`config.mk`:
```
export PLATFORM = sky130hd
export DESIGN_NAME = gfx_pixel_axi_writer_flat
export DESIGN_NICKNAME = d
export VERILOG_FILES = /design/src/rtl/gfx_pkg.sv /design/src/rtl/gfx_pixel_axi_writer_if.sv /design/src/rtl/gfx_pixel_fifo.sv /design/src/rtl/gfx_pixel_axi_writer.sv /design/src/flat_wrapper.sv
export SDC_FILE = /design/constraint.sdc
export NUM_CORES = 1
export LEC_CHECK = 0
export BUFFER_PORTS_ARGS = -buffer_cell sky130_fd_sc_hd__buf_2
export CAP_MARGIN = 20
export CORE_MARGIN = 2
export CORE_UTILIZATION = 30
export DETAILED_ROUTE_END_ITERATION = 8
export GPL_TIMING_DRIVEN = 0
export PLACE_DENSITY = 0.57
export SLEW_MARGIN = 20
export SYNTH_ARGS = -nofsm -noshare
export SYNTH_HDL_FRONTEND = slang
export SYNTH_SLANG_ARGS = --single-unit
```
`constraint.sdc`:
```
create_clock -name clk -period 4.1 [get_ports clk]
set_clock_uncertainty 0.2 [all_clocks]
set_input_delay 0.205 -clock clk [delete_from_list [all_inputs] [get_ports clk]]
set_output_delay 0.205 -clock clk [all_outputs]
set_load 0.005 [all_outputs]
```
`src/rtl/gfx_pkg.sv`:
```
// Shared write-FSM encoding and AXI constants for the
// pixel-to-AXI writer.
package gfx_pkg;

    typedef enum logic [1:0] {
        WR_IDLE = 2'd0,
        WR_XFER = 2'd1,
        WR_RESP = 2'd2
    } wr_state_e;

    localparam logic [1:0] RESP_OKAY  = 2'b00;
    localparam logic [1:0] BURST_INCR = 2'b01;
    localparam logic [2:0] SIZE_4B    = 3'b010;
    localparam logic [7:0] LEN_SINGLE = 8'd0;
    localparam logic [3:0] STRB_ALL   = 4'hF;

    localparam int DEFAULT_FIFO_DEPTH = 4;

endpackage

```
`src/rtl/gfx_pixel_axi_writer_if.sv`:
```
// Single-beat AXI4 write channels (AW, W, B) driven by the
// pixel writer.
interface gfx_pixel_axi_writer_if #(
    parameter int ADDR_WIDTH = 32
);
    logic [ADDR_WIDTH-1:0] awaddr;
    logic                  awvalid;
    logic                  awready;
    logic [7:0]            awlen;
    logic [2:0]            awsize;
    logic [1:0]            awburst;
    logic [31:0]           wdata;
    logic [3:0]            wstrb;
    logic                  wlast;
    logic                  wvalid;
    logic                  wready;
    logic [1:0]            bresp;
    logic                  bvalid;
    logic                  bready;

    modport master (
        output awaddr, awvalid, awlen, awsize, awburst,
        output wdata, wstrb, wlast, wvalid,
        output bready,
        input  awready, wready, bresp, bvalid
    );

    modport slave (
        input  awaddr, awvalid, awlen, awsize, awburst,
        input  wdata, wstrb, wlast, wvalid,
        input  bready,
        output awready, wready, bresp, bvalid
    );

endinterface

```
`src/rtl/gfx_pixel_fifo.sv`:
```
// Synchronous pixel buffer; extra pointer bit tells full
// from empty.
module gfx_pixel_fifo #(
    parameter int WIDTH = 64,
    parameter int DEPTH = 4
) (
    input  logic             clk,
    input  logic             reset,
    input  logic             push,
    input  logic [WIDTH-1:0] push_data,
    input  logic             pop,
    output logic [WIDTH-1:0] head,
    output logic             full,
    output logic             empty
);
    localparam int AW = $clog2(DEPTH);

    logic [WIDTH-1:0] mem [DEPTH];
    logic [AW:0]      wr_ptr;
    logic [AW:0]      rd_ptr;
    logic             do_push;
    logic             do_pop;

    assign empty   = (wr_ptr == rd_ptr);
    assign full    = (wr_ptr[AW] != rd_ptr[AW]) &&
                     (wr_ptr[AW-1:0] == rd_ptr[AW-1:0]);
    assign do_push = push && !full;
    assign do_pop  = pop && !empty;
    assign head    = mem[rd_ptr[AW-1:0]];

    always_ff @(posedge clk or posedge reset) begin
        if (reset) begin
            wr_ptr <= '0;
            rd_ptr <= '0;
        end else begin
            if (do_push) wr_ptr <= wr_ptr + 1'b1;
            if (do_pop)  rd_ptr <= rd_ptr + 1'b1;
        end
    end

    always_ff @(posedge clk) begin
        if (do_push) mem[wr_ptr[AW-1:0]] <= push_data;
    end

endmodule

```
`src/rtl/gfx_pixel_axi_writer.sv`:
```
// Buffers drawer pixel writes and issues them one at a time
// as single-beat AXI4 writes.
module gfx_pixel_axi_writer
    import gfx_pkg::*;
#(
    parameter int ADDR_WIDTH = 32,
    parameter int FIFO_DEPTH = DEFAULT_FIFO_DEPTH
) (
    input  logic                  clk,
    input  logic                  reset,
    input  logic                  pixel_write_enable,
    input  logic [ADDR_WIDTH-1:0] pixel_addr,
    input  logic [31:0]           pixel_data,
    output logic                  pixel_ready,
    input  logic                  error_clear,
    gfx_pixel_axi_writer_if.master m00_axi,
    output logic                  m00_axi_error,
    output logic                  idle,
    output logic [31:0]           pixels_written
);
    localparam int PW = ADDR_WIDTH + 32;
    localparam logic [ADDR_WIDTH-1:0] ALIGN_MASK =
        ~ADDR_WIDTH'(3);

    wr_state_e             state_q;
    wr_state_e             state_d;
    logic                  fifo_full;
    logic                  fifo_empty;
    logic                  pop;
    logic [PW-1:0]         head;
    logic [ADDR_WIDTH-1:0] head_addr;
    logic [31:0]           head_data;
    logic [ADDR_WIDTH-1:0] awaddr_q;
    logic [31:0]           wdata_q;
    logic                  awvalid_q;
    logic                  wvalid_q;
    logic                  error_q;
    logic [31:0]           count_q;
    logic                  aw_hs;
    logic                  w_hs;
    logic                  b_hs;
    logic                  b_okay;

    gfx_pixel_fifo #(
        .WIDTH (PW),
        .DEPTH (FIFO_DEPTH)
    ) u_fifo (
        .clk       (clk),
        .reset     (reset),
        .push      (pixel_write_enable),
        .push_data ({pixel_addr, pixel_data}),
        .pop       (pop),
        .head      (head),
        .full      (fifo_full),
        .empty     (fifo_empty)
    );

    assign {head_addr, head_data} = head;

    assign aw_hs  = awvalid_q && m00_axi.awready;
    assign w_hs   = wvalid_q && m00_axi.wready;
    assign b_hs   = (state_q == WR_RESP) && m00_axi.bvalid;
    assign b_okay = (m00_axi.bresp == RESP_OKAY);

    always_ff @(posedge clk or posedge reset) begin
        if (reset) state_q <= WR_IDLE;
        else       state_q <= state_d;
    end

    always_comb begin
        state_d = state_q;
        pop     = 1'b0;
        unique case (state_q)
            WR_IDLE: begin
                if (!fifo_empty) begin
                    pop     = 1'b1;
                    state_d = WR_XFER;
                end
            end
            // AW and W retire independently, in either order
            WR_XFER: begin
                if ((!awvalid_q || m00_axi.awready) &&
                    (!wvalid_q || m00_axi.wready))
                    state_d = WR_RESP;
            end
            WR_RESP: begin
                if (m00_axi.bvalid) state_d = WR_IDLE;
            end
            default: state_d = WR_IDLE;
        endcase
    end

    always_ff @(posedge clk or posedge reset) begin
        if (reset) begin
            awaddr_q  <= '0;
            wdata_q   <= '0;
            awvalid_q <= 1'b0;
            wvalid_q  <= 1'b0;
            error_q   <= 1'b0;
            count_q   <= '0;
        end else begin
            if (pop) begin
                awaddr_q  <= head_addr & ALIGN_MASK;
                wdata_q   <= head_data;
                awvalid_q <= 1'b1;
                wvalid_q  <= 1'b1;
            end else begin
                if (aw_hs) awvalid_q <= 1'b0;
                if (w_hs)  wvalid_q  <= 1'b0;
            end
            if (b_hs && b_okay) count_q <= count_q + 1'b1;
            // a fresh error wins over a coincident clear
            if (b_hs && !b_okay)  error_q <= 1'b1;
            else if (error_clear) error_q <= 1'b0;
        end
    end

    assign m00_axi.awaddr  = awaddr_q;
    assign m00_axi.awvalid = awvalid_q;
    assign m00_axi.awlen   = LEN_SINGLE;
    assign m00_axi.awsize  = SIZE_4B;
    assign m00_axi.awburst = BURST_INCR;
    assign m00_axi.wdata   = wdata_q;
    assign m00_axi.wstrb   = STRB_ALL;
    assign m00_axi.wlast   = wvalid_q;
    assign m00_axi.wvalid  = wvalid_q;
    assign m00_axi.bready  = (state_q == WR_RESP);

    assign pixel_ready    = !fifo_full;
    assign idle           = (state_q == WR_IDLE) && fifo_empty;
    assign m00_axi_error  = error_q;
    assign pixels_written = count_q;

endmodule

```
`src/flat_wrapper.sv`:
```
// flat-port wrapper written by rule: the top's interface ports become plain ports
module gfx_pixel_axi_writer_flat import gfx_pkg::*;
#(
    parameter int ADDR_WIDTH = 32,
    parameter int FIFO_DEPTH = DEFAULT_FIFO_DEPTH
)
  (clk, reset, pixel_write_enable, pixel_addr, pixel_data, pixel_ready, error_clear, m00_axi_error, idle, pixels_written, m00_axi_awaddr, m00_axi_awvalid, m00_axi_awlen, m00_axi_awsize, m00_axi_awburst, m00_axi_wdata, m00_axi_wstrb, m00_axi_wlast, m00_axi_wvalid, m00_axi_bready, m00_axi_awready, m00_axi_wready, m00_axi_bresp, m00_axi_bvalid);
  gfx_pixel_axi_writer_if #(.ADDR_WIDTH(ADDR_WIDTH)) m00_axi_i ();
  input  logic clk;
  input  logic reset;
  input  logic pixel_write_enable;
  input  logic [ADDR_WIDTH-1:0] pixel_addr;
  input  logic [31:0] pixel_data;
  output logic pixel_ready;
  input  logic error_clear;
  output logic m00_axi_error;
  output logic idle;
  output logic [31:0] pixels_written;
  output wire logic [$bits(m00_axi_i.awaddr)-1:0] m00_axi_awaddr;
  output wire logic [$bits(m00_axi_i.awvalid)-1:0] m00_axi_awvalid;
  output wire logic [$bits(m00_axi_i.awlen)-1:0] m00_axi_awlen;
  output wire logic [$bits(m00_axi_i.awsize)-1:0] m00_axi_awsize;
  output wire logic [$bits(m00_axi_i.awburst)-1:0] m00_axi_awburst;
  output wire logic [$bits(m00_axi_i.wdata)-1:0] m00_axi_wdata;
  output wire logic [$bits(m00_axi_i.wstrb)-1:0] m00_axi_wstrb;
  output wire logic [$bits(m00_axi_i.wlast)-1:0] m00_axi_wlast;
  output wire logic [$bits(m00_axi_i.wvalid)-1:0] m00_axi_wvalid;
  output wire logic [$bits(m00_axi_i.bready)-1:0] m00_axi_bready;
  input wire logic [$bits(m00_axi_i.awready)-1:0] m00_axi_awready;
  input wire logic [$bits(m00_axi_i.wready)-1:0] m00_axi_wready;
  input wire logic [$bits(m00_axi_i.bresp)-1:0] m00_axi_bresp;
  input wire logic [$bits(m00_axi_i.bvalid)-1:0] m00_axi_bvalid;
  assign m00_axi_awaddr = m00_axi_i.awaddr;
  assign m00_axi_awvalid = m00_axi_i.awvalid;
  assign m00_axi_awlen = m00_axi_i.awlen;
  assign m00_axi_awsize = m00_axi_i.awsize;
  assign m00_axi_awburst = m00_axi_i.awburst;
  assign m00_axi_wdata = m00_axi_i.wdata;
  assign m00_axi_wstrb = m00_axi_i.wstrb;
  assign m00_axi_wlast = m00_axi_i.wlast;
  assign m00_axi_wvalid = m00_axi_i.wvalid;
  assign m00_axi_bready = m00_axi_i.bready;
  assign m00_axi_i.awready = m00_axi_awready;
  assign m00_axi_i.wready = m00_axi_wready;
  assign m00_axi_i.bresp = m00_axi_bresp;
  assign m00_axi_i.bvalid = m00_axi_bvalid;
  gfx_pixel_axi_writer #(.ADDR_WIDTH(ADDR_WIDTH), .FIFO_DEPTH(FIFO_DEPTH)) u_core (.clk(clk), .reset(reset), .pixel_write_enable(pixel_write_enable), .pixel_addr(pixel_addr), .pixel_data(pixel_data), .pixel_ready(pixel_ready), .error_clear(error_clear), .m00_axi(m00_axi_i), .m00_axi_error(m00_axi_error), .idle(idle), .pixels_written(pixels_written));
endmodule
```
==> results of run 1 <==
logic make-up (layout without fill, tap and decap cells):
logic type / after synthesis / in the layout
multiplexers: 126 / 126
flip-flops: 353 / 353
adder cells (fa/ha/maj): 6 / 6
AND/OR/NAND/NOR: 83 / 83
buffers and inverters: 55 / 380
other: 2 / 19
XOR/XNOR: 39 / 39
AO/OA/AOI/OAI: 6 / 6
cells in the final DEF, fill, tap and decap left out, types with 3 or more instances in the layout:
cell type,Yosys,routed
sky130_fd_sc_hd__conb_1,2,19
sky130_fd_sc_hd__nor4_1,7,6
sky130_fd_sc_hd__mux4_2,62,62
sky130_fd_sc_hd__nor2_1,13,13
sky130_fd_sc_hd__mux2_2,64,64
sky130_fd_sc_hd__dfrtp_1,105,105
sky130_fd_sc_hd__nor3_1,5,5
sky130_fd_sc_hd__clkbuf_1,13,25
sky130_fd_sc_hd__buf_2,6,177
sky130_fd_sc_hd__dlygate4sd3_1,0,74
sky130_fd_sc_hd__edfxtp_1,248,248
sky130_fd_sc_hd__xnor2_1,22,22
sky130_fd_sc_hd__buf_12,0,5
sky130_fd_sc_hd__inv_6,0,4
sky130_fd_sc_hd__inv_1,11,10
sky130_fd_sc_hd__xor2_1,17,17
sky130_fd_sc_hd__and2_4,0,4
sky130_fd_sc_hd__clkbuf_16,0,40
sky130_fd_sc_hd__nand3_1,14,14
sky130_fd_sc_hd__clkinv_2,0,4
sky130_fd_sc_hd__and3_1,3,3
sky130_fd_sc_hd__nand4_1,10,10
sky130_fd_sc_hd__nand2b_1,5,5
sky130_fd_sc_hd__nand2_1,11,11
sky130_fd_sc_hd__ha_1,6,6
sky130_fd_sc_hd__clkinv_1,0,8
sky130_fd_sc_hd__buf_1,4,4
sky130_fd_sc_hd__buf_4,20,20
worst paths after layout:
check,endpoint,cells after the start
max in group asynchronous,u_core.m00_axi.awaddr[24]$_DFFE_PP0P_,5
max,u_core.m00_axi.wdata[23]$_DFFE_PP0P_,6
min,u_core.u_fifo.mem[0][40]$_DFFE_PP_,2
min reg2reg,u_core.pixels_written[31]$_DFFE_PP0P_,1
max reg2reg,u_core.m00_axi.wdata[23]$_DFFE_PP0P_,6
min in group asynchronous,u_core.pixels_written[31]$_DFFE_PP0P_,4
report_power, final:
group	switching [uW]	internal, uW
clock network	1410	1900
logic	1740	1800
registers	322	4850
through the flow:
stage	std cells	instance area [um^2]	hold slack, ns
CTS	1604	17200	0.158
finish	1604	17200	0.207
detailed placement	1457	15300	0.0198
global placement	1450	15100	0.198
floorplan	687	13500	0.104
global route	1604	17200	0.178
critical path: cells and delay by family, from the launching register on:
| kind | cells | cell delay [ns] |
|---|---|---|
| XOR/XNOR | 1 | 0.19 |
| AO/OA/AOI/OAI | 1 | 0.87 |
| multiplexers | 1 | 0.38 |
| flip-flops | 1 | 0.34 |
| buffers and inverters | 3 | 1.19 |
final cells by class:
| class | count | area [um^2] | area share |
|---|---|---|---|
| inverter | 11 | 48.8 | 0.00283 |
| sequential | 353 | 10100 | 0.585 |
| buffer | 44 | 255 | 0.0148 |
| tap | 592 | 741 | 0.0430 |
| clock buffer | 53 | 1060 | 0.0616 |
| clock inverter | 20 | 146 | 0.00850 |
| multi-input combinational | 279 | 3140 | 0.182 |
| timing repair buffer | 252 | 1750 | 0.102 |
per-layer routing:
layer	track usage	up-vias	part of all wire
li1	-	3208	-
met2	0.213	197	0.49
met3	0.0399	42	0.065
met5	0	-	0
met1	0.158	3580	0.43
met4	0.0338	0	0.018
sequential cells by signal, indices dropped and copies added, names as in the netlist:
signal and flops:
u_core.pixels_written 32, u_core.state_q 2, u_core.m00_axi.awaddr 30, u_core.m00_axi.wlast 1, u_core.u_fifo.rd_ptr 3, u_core.u_fifo.mem 248, u_core.u_fifo.wr_ptr 3, u_core.m00_axi.wdata 32
u_core.m00_axi_error 1, u_core.m00_axi.awvalid 1
==> results.txt, run 1 <==
----------------------------------------------------
[Status]
  Status ... finished, final reports clean

[Die]
  Placeable core region ... 44200 um^2
  Die span in x ... 216 um
  Count of pins on the block boundary ... 193
  Starting Density ... 0.304
  Die height ... 216 um
  Die ar. ... 46500 um^2
  # rows ... 77

[Clock tree]
  Post-CTS setup repair buffer count ... 0
  Library cell used as clock root buffer ... sky130_fd_sc_hd__clkbuf_16
  CTS buffer count ... 40
  Clock tree from TritonCTS ... yes
  Insertion delay to the later sink of the worst-skew pair ... 0.54 ns
  Maximum number of buffers from clock root to sink ... 3
  Post_cts resized ... 0
  Number of clock sinks ... 353
  H-tree depth ... 2
  Clock Pin Slew Worst Setup and Hold Paths ... 0.06 ns
  CTS Hold Bufs ... 74

[Synthesis]
  Synth Area in XOR/XNOR ... 0.0254
  Most common cell in the synthesized netlist ... sky130_fd_sc_hd__edfxtp_1
  Post-synth cell types ... 35
  Post-synthesis simple-gate area fraction ... 0.0353
  Count of flip-flops with a built-in enable after synthesis ... 248
  Average footprint of a synthesized cell ... 20.0 um^2
  Seq/Total Area, Yosys ... 0.750
  Count of mapped cells out of synthesis ... 670
  Top-area cell type share of the netlist area ... 0.555
  Most area-consuming cells after synthesis ... sky130_fd_sc_hd__edfxtp_1, sky130_fd_sc_hd__dfrtp_1, sky130_fd_sc_hd__mux4_2, sky130_fd_sc_hd__mux2_2, sky130_fd_sc_hd__xnor2_1
  Adder and majority gate portion of the synthesized area ... 0.00559
  Compound-Gate Fraction of Synth Area ... 0.00298
  Synth async-reset ratio ... 0.297
  Dominant combinational cell family by area after synthesis ... multiplexers
  Multiplexer area fraction after synthesis ... 0.158
  List of most frequent post-synthesis cells ... sky130_fd_sc_hd__edfxtp_1, sky130_fd_sc_hd__dfrtp_1, sky130_fd_sc_hd__mux2_2, sky130_fd_sc_hd__mux4_2, sky130_fd_sc_hd__xnor2_1
  Number of flip-flops and latches in the synthesized netlist ... 353
  Library cell occupying the most area in the post-synthesis netlist ... sky130_fd_sc_hd__edfxtp_1
  Number of warnings issued by yosys ... 0
  Netlist area before placement ... 13400 um^2
  Most used flip-flop cell after synthesis ... sky130_fd_sc_hd__edfxtp_1

[Setup path]
  Critical path data required time ... 4.31 ns
  Crit path capture type ... flip-flop
  Flop2flop setup slack ... 0.81 ns
  Longest individual stage delay on the worst path ... 0.87 ns
  Critical-path maximum fanout ... 10
  Data arrival time of the critical path ... 3.50 ns
  CP Class ... flip-flop to flip-flop
  Worst r2r src ... u_core.u_fifo.rd_ptr[1]$_DFFE_PP0P_
  Kind of launch point of the worst setup path ... flip-flop
  Startpoint of the most critical setup path ... u_core.u_fifo.rd_ptr[1]$_DFFE_PP0P_
  Most used cell, CP ... sky130_fd_sc_hd__buf_2
  Critical-path cell with the highest stage delay ... sky130_fd_sc_hd__a311oi_1
  Cell Chain, Critical Path ... buf_2 > xnor2_1 > a311oi_1 > buf_2 > buf_2 > mux2_2

[Timing]
  Final count of negative-setup-slack endpoints ... 0
  Unrepaired setup endpoints after global routing ... false
  Fin crit share ... 0.803
  Transition time of the tightest slew-check pin ... 0.979 ns
  Final hold violation count ... 0
  Number of slew-limit violations in the final report ... 0
  Worst Setup Slack, final ... 0.808 ns
  Max-slew headroom ... 0.343
  Minimum period implied by the final worst setup slack ... 3.29 ns
  Fmax ... 304 MHz
  Final-layout setup total negative slack ... 0 ns

[Routing]
  Remaining number of nets flagged by the antenna check after routing ... 0
  Total length of routed wires ... 29100 um
  First-pass iteration count of the detailed router ... 4
  Remaining DRCs ... 0
  DR iter-0 viols ... 436
  Routed wire length per instance ... 18.1 um
  Total via count after detailed routing ... 7027
  Detail-routed via count per cell ... 4.38

[Job]
  Max-capacitance violation count ... 0

[Power and ir drop]
  Power Dens Cells ... 698 nW/um^2
  PnR Total Power ... 12000 uW
  Max rail drop VDD ... 0.000388 V
  Static leakage ... 0.00652 uW

[Placement]
  Worst slack, placed ... 0.771 ns
  Gp weighted congestion ... 0.773
  IO buf count ... 171
  Dpl hpwl ... 18200 um

[Layout]
  Fraction of layout cells with a size suffix above 1 ... 0.390
  P&R area growth vs syn ... 28.2%
  Number of fillers in the final layout ... 4111
  Total number of nets in the final design ... 1060
  Antenna diode count ... 0
  Post-Route Utilization ... 0.389

[Global route]
  Initial antenna violation count ... 0
  Via count of the first global-routing pass ... 7582
  Wire length of the first global-routing pass ... 44500 um
  Largest net degree at the start of global routing ... 68
  Total congestion overflow ... 0
  Total global-route track usage ... 0.127

[Min path]
  Kind of path behind the tightest hold check ... input pin to flip-flop
  Startpoint of the tightest hold check path ... pixel_addr[8]

----------------------------------------------------
Note: power is estimated with default switching activity, not from simulation.
==> inputs of run 2 (changes only) <==
==> constraint.sdc (replaced) <==
create_clock -name clk -period 3.2 [get_ports clk]
set_clock_uncertainty 0.2 [all_clocks]
set_input_delay 0.16 -clock clk [delete_from_list [all_inputs] [get_ports clk]]
set_output_delay 0.16 -clock clk [all_outputs]
set_load 0.005 [all_outputs]
==> results.txt, run 2 (synthesis gave the netlist of run 1 again) <==
----------------------------------------------------
[Status]
  Status ... finished, final reports clean

[Global route]
  Largest net degree at the start of global routing ... 72
  Initial antenna violation count ... 2
  Total congestion overflow ... 0
  Wire length of the first global-routing pass ... 45100 um
  Total global-route track usage ... 0.128
  Via count of the first global-routing pass ... 7582

[Routing]
  Detail-routed via count per cell ... 4.38
  Total via count after detailed routing ... 7033
  Routed wire length per instance ... 18.1 um
  Total length of routed wires ... 29100 um
  DR iter-0 viols ... 406
  Remaining DRCs ... 0
  First-pass iteration count of the detailed router ... 4
  Remaining number of nets flagged by the antenna check after routing ... 0

[Clock tree]
  Insertion delay to the later sink of the worst-skew pair ... 0.54 ns
  H-tree depth ... 2
  Maximum number of buffers from clock root to sink ... 3
  Clock Pin Slew Worst Setup and Hold Paths ... 0.06 ns
  Clock tree from TritonCTS ... yes
  Number of clock sinks ... 353
  CTS buffer count ... 40
  Post-CTS setup repair buffer count ... 0
  Library cell used as clock root buffer ... sky130_fd_sc_hd__clkbuf_16

[Setup path]
  Crit path capture type ... flip-flop
  Critical path data required time ... 3.23 ns
  Data arrival time of the critical path ... 2.96 ns
  CP Class ... flip-flop to flip-flop
  Kind of launch point of the worst setup path ... flip-flop
  Critical-path maximum fanout ... 37

[Timing]
  Minimum period implied by the final worst setup slack ... 2.93 ns
  Worst Setup Slack, final ... 0.270 ns
  Fin crit share ... 0.916
  Final-layout setup total negative slack ... 0 ns
  Final hold violation count ... 0
  Max-slew headroom ... 0.328
  Final count of negative-setup-slack endpoints ... 0
  Fmax ... 341 MHz
  Unrepaired setup endpoints after global routing ... false
  Hold Worst Slack ... 0.167 ns
  Transition time of the tightest slew-check pin ... 1.01 ns
  Number of slew-limit violations in the final report ... 0

[Placement]
  Cell Area, Placed ... 15200 um^2
  IO buf count ... 171
  Gp weighted congestion ... 0.768
  Worst slack, placed ... -0.0234 ns
  Dpl hpwl ... 18000 um

[Layout]
  Total number of nets in the final design ... 1058
  Fraction of layout cells with a size suffix above 1 ... 0.397
  Leading cell type in the layout, fill and taps excluded ... sky130_fd_sc_hd__edfxtp_1
  Number of flip-flops in the largest register ... 248
  Cell area after layout ... 17300 um^2
  P&R area growth vs syn ... 29.2%
  Commonest cells after routing, fill and taps aside ... sky130_fd_sc_hd__edfxtp_1, sky130_fd_sc_hd__buf_2, sky130_fd_sc_hd__dfrtp_1, sky130_fd_sc_hd__dlygate4sd3_1, sky130_fd_sc_hd__mux2_2

[Power and ir drop]
  Static leakage ... 0.00660 uW
  PnR Total Power ... 15900 uW
  Power Dens Cells ... 916 nW/um^2
  Max rail drop VDD ... 0.000496 V

[Die]
  Starting Density ... 0.304
  Die span in x ... 216 um
  Die ar. ... 46500 um^2
  Placeable core region ... 44200 um^2
  Count of pins on the block boundary ... 193
  # rows ... 77
  Die height ... 216 um

[Min path]
  Kind of path behind the tightest hold check ... input pin to flip-flop

[Job]
  Max-capacitance violation count ... 0

----------------------------------------------------
-- run 2: worst max-delay path: stages, from the launching register on --
cell and delay [ns]:
sky130_fd_sc_hd__dfrtp_1 0.34, sky130_fd_sc_hd__buf_2 0.30, sky130_fd_sc_hd__xnor2_1 0.20, sky130_fd_sc_hd__a31oi_1 0.56, sky130_fd_sc_hd__and2_4 0.69, sky130_fd_sc_hd__buf_12 0.30
-- run 2: cell type report --
cell class,count,area (um^2)
fillers,4010,26900
multi-input cells,279,3140
clock inverters,18,246
inverters,11,48.8
clock buffers,56,1130
flip-flops and latches,353,10100
well taps,592,741
repair buffers,250,1700
diodes,1,2.50
plain buffers,44,255
-- run 2: what timing repair did --
| action | in CTS | in global routing |
|---|---|---|
| endpoints found under the hold margin | 375 | 0 |
| endpoints found under the setup margin | 25 | 0 |
| resized for setup | 1 | 0 |
| hold buffers | 74 | 0 |
-- run 2: where the power goes --
| group | switching (uW) | leakage (uW) | internal, uW |
|---|---|---|---|
| combinational | 2210 | 0.00236 | 2280 |
| sequential | 422 | 0.00356 | 6210 |
| clock | 1810 | 0.000677 | 2960 |
| total | 4440 | 0.00660 | 11500 |
-- run 2: through the flow --
step                       util  std cells
after floorplan               -        687
after global placement    0.341       1450
after detailed placement  0.344       1455
after CTS                 0.392       1603
after global routing      0.392       1603
final                     0.392       1604
-- run 2: worst paths after layout --
check | slack, ns | startpoint | depth (start not counted) | endpoint
setup / recovery | 0.27 | u_core.u_fifo.rd_ptr[1]$_DFFE_PP0P_ | 5 | u_core.u_fifo.mem[3][34]$_DFFE_PP_
hold / removal | 0.17 | pixel_data[2] | 2 | u_core.u_fifo.mem[0][2]$_DFFE_PP_
setup reg to reg | 0.27 | u_core.u_fifo.rd_ptr[1]$_DFFE_PP0P_ | 5 | u_core.u_fifo.mem[3][34]$_DFFE_PP_
hold reg to reg | 0.27 | u_core.pixels_written[31]$_DFFE_PP0P_ | 1 | u_core.pixels_written[31]$_DFFE_PP0P_
max in group asynchronous | 1.52 | reset | 5 | u_core.m00_axi.wdata[24]$_DFFE_PP0P_
min in group asynchronous | 0.56 | reset | 4 | u_core.m00_axi.wdata[6]$_DFFE_PP0P_
-- run 2: metal layers --
layer,global-route usage,vias up,part of all wire
li1,-,3203,-
met4,0.0354,2,0.019
met5,0,-,0.00055
met1,0.159,3589,0.44
met2,0.213,189,0.48
met3,0.0428,50,0.062
==> inputs of run 3 (changes only) <==
--- a/config.mk
+++ b/config.mk
@@ -7,11 +7,11 @@
 export LEC_CHECK = 0
 export BUFFER_PORTS_ARGS = -buffer_cell sky130_fd_sc_hd__buf_2
 export CAP_MARGIN = 20
-export CORE_MARGIN = 2
-export CORE_UTILIZATION = 30
+export CORE_MARGIN = 8
+export CORE_UTILIZATION = 57
 export DETAILED_ROUTE_END_ITERATION = 8
 export GPL_TIMING_DRIVEN = 0
-export PLACE_DENSITY = 0.57
+export PLACE_DENSITY = 0.9
 export SLEW_MARGIN = 20
 export SYNTH_ARGS = -nofsm -noshare
 export SYNTH_HDL_FRONTEND = slang
==> results.txt, run 3 (synthesis gave the netlist of run 1 again) <==
----------------------------------------------------
[Clock tree]
  Library cell used as clock root buffer ... sky130_fd_sc_hd__clkbuf_16
  Maximum number of buffers from clock root to sink ... 3
  Number of clock sinks ... 353
  Insertion delay to the later sink of the worst-skew pair ... 0.51 ns
  CTS buffer count ... 37
  Clock Pin Slew Worst Setup and Hold Paths ... 0.06 ns
  Clock tree from TritonCTS ... yes
  H-tree depth ... 2
  Post-CTS setup repair buffer count ... 0

[Placement]
  Gp weighted congestion ... 0.791
  Number of instances in the placed design ... 1182
  Worst slack, placed ... 0.115 ns
  IO buf count ... 171
  Dpl hpwl ... 17300 um

[Die]
  # rows ... 56
  Count of pins on the block boundary ... 193
  Die ar. ... 28700 um^2
  Placeable core region ... 23300 um^2
  Die span in x ... 169 um
  Starting Density ... 0.575
  Die height ... 169 um

[Layout]
  Leading cell type in the layout, fill and taps excluded ... sky130_fd_sc_hd__edfxtp_1
  Fraction of layout cells with a size suffix above 1 ... 0.395
  Commonest cells after routing, fill and taps aside ... sky130_fd_sc_hd__edfxtp_1, sky130_fd_sc_hd__buf_2, sky130_fd_sc_hd__dfrtp_1, sky130_fd_sc_hd__dlygate4sd3_1, sky130_fd_sc_hd__mux2_2
  Number of standard cells in the layout, taps in and fillers out ... 1323
  Number of flip-flops in the largest register ... 248
  Area of all sequential standard cells ... 10100 um^2
  Total number of nets in the final design ... 1054
  P&R area growth vs syn ... 25.6%
  Post-Route Utilization ... 0.723
  Number of fillers in the final layout ... 1348
  Antenna diode count ... 0
  Area of the multi-input gates ... 3140 um^2

[Routing]
  Total length of routed wires ... 30000 um
  First-pass iteration count of the detailed router ... 5
  Detail-routed via count per cell ... 5.52
  Remaining DRCs ... 0
  Routed wire length per instance ... 22.7 um
  Total via count after detailed routing ... 7298
  DR iter-0 viols ... 570
  Remaining number of nets flagged by the antenna check after routing ... 0

[Setup path]
  CP Class ... flip-flop to flip-flop
  Critical path data required time ... 3.19 ns
  Kind of launch point of the worst setup path ... flip-flop
  Critical-path maximum fanout ... 37
  Crit path capture type ... flip-flop
  Data arrival time of the critical path ... 2.85 ns

[Job]
  Max-capacitance violation count ... 0

[Timing]
  Number of slew-limit violations in the final report ... 0
  Transition time of the tightest slew-check pin ... 0.909 ns
  Final hold violation count ... 0
  Final-layout setup total negative slack ... 0 ns
  Unrepaired setup endpoints after global routing ... false
  Fin crit share ... 0.893
  Final count of negative-setup-slack endpoints ... 0
  Minimum period implied by the final worst setup slack ... 2.86 ns
  Hold Worst Slack ... 0.0252 ns
  Max-slew headroom ... 0.394
  Worst Setup Slack, final ... 0.342 ns
  Fmax ... 350 MHz

[Power and ir drop]
  Static leakage ... 0.00652 uW
  Power Dens Cells ... 920 nW/um^2
  Max rail drop VDD ... 0.000540 V

[Min path]
  Kind of path behind the tightest hold check ... input pin to asynchronous set/reset pin

[Global route]
  Largest net degree at the start of global routing ... 68
  Initial antenna violation count ... 0
  Total congestion overflow ... 0
  Total global-route track usage ... 0.211
  Wire length of the first global-routing pass ... 46000 um
  Via count of the first global-routing pass ... 7957

[Status]
  Status ... finished, final reports clean

----------------------------------------------------
-- run 3: cell types whose count changed in the layout (fill, tap and decap cells not counted), sizes merged, moves of 2 or more --
cell / previous run / this run
bufinv: 6 / 3
clkbuf: 69 / 59
clkinv: 10 / 16
clkinvlp: 0 / 2
-- run 3: worst paths after layout --
check / end / slack (ns) / startpoint / cells after the start
max: u_core.u_fifo.mem[0][41]$_DFFE_PP_ / 0.34 / u_core.u_fifo.rd_ptr[1]$_DFFE_PP0P_ / 5
min: u_core.pixels_written[26]$_DFFE_PP0P_ / 0.03 / reset / 3
max reg2reg: u_core.u_fifo.mem[0][41]$_DFFE_PP_ / 0.34 / u_core.u_fifo.rd_ptr[1]$_DFFE_PP0P_ / 5
min reg2reg: u_core.pixels_written[31]$_DFFE_PP0P_ / 0.26 / u_core.pixels_written[31]$_DFFE_PP0P_ / 1
max in group asynchronous: u_core.m00_axi.wdata[27]$_DFFE_PP0P_ / 2.08 / reset / 4
min in group clk: u_core.u_fifo.mem[1][42]$_DFFE_PP_ / 0.20 / pixel_addr[10] / 2
-- run 3: where the power goes --
group          leakage [uW]  internal (uW)  total, uW  switching, uW
Combinational       0.00237           2310       4540           2230
Sequential          0.00356           6220       6730            509
Clock              0.000598           2540       4240           1710
Total               0.00652          11100      15500           4440
-- run 3: final cells by class --
type,count,area share
multi-input cells,279,0.186
clock inverters,22,0.0111
plain buffers,44,0.0151
repair buffers,249,0.102
flip-flops and latches,353,0.598
clock buffers,46,0.0612
inverters,11,0.00275
well taps,319,0.0237
-- run 3: through the flow --
stage	instance area [um^2]	total power (uW)
2_1_floorplan	13500	9560
6_report	16900	15500
5_1_grt	16900	16200
3_3_place_gp	14800	10900
4_1_cts	16800	15600
3_5_place_dp	14900	11200
-- run 3: critical path, cell delays in order, from the launching register on --
cell and delay, ns:
sky130_fd_sc_hd__dfrtp_1 0.34, sky130_fd_sc_hd__buf_2 0.28, sky130_fd_sc_hd__xnor2_1 0.21, sky130_fd_sc_hd__a31oi_1 0.60, sky130_fd_sc_hd__and2_4 0.57, sky130_fd_sc_hd__buf_16 0.28
-- run 3: metal layers --
layer	vias to the layer above	part of all wire	GRT usage
met5	-	0	0
met4	0	0.027	0.0716
met3	60	0.074	0.0521
met2	318	0.52	0.368
met1	3733	0.38	0.254
li1	3187	-	-
-- run 3: repair_timing --
| item | 4_1_cts | 5_1_grt |
|---|---|---|
| hold buffers | 73 | 0 |
| setup endpoints to repair | 0 | 17 |
| resized for setup | 0 | 1 |
| hold endpoints to repair | 366 | 0 |
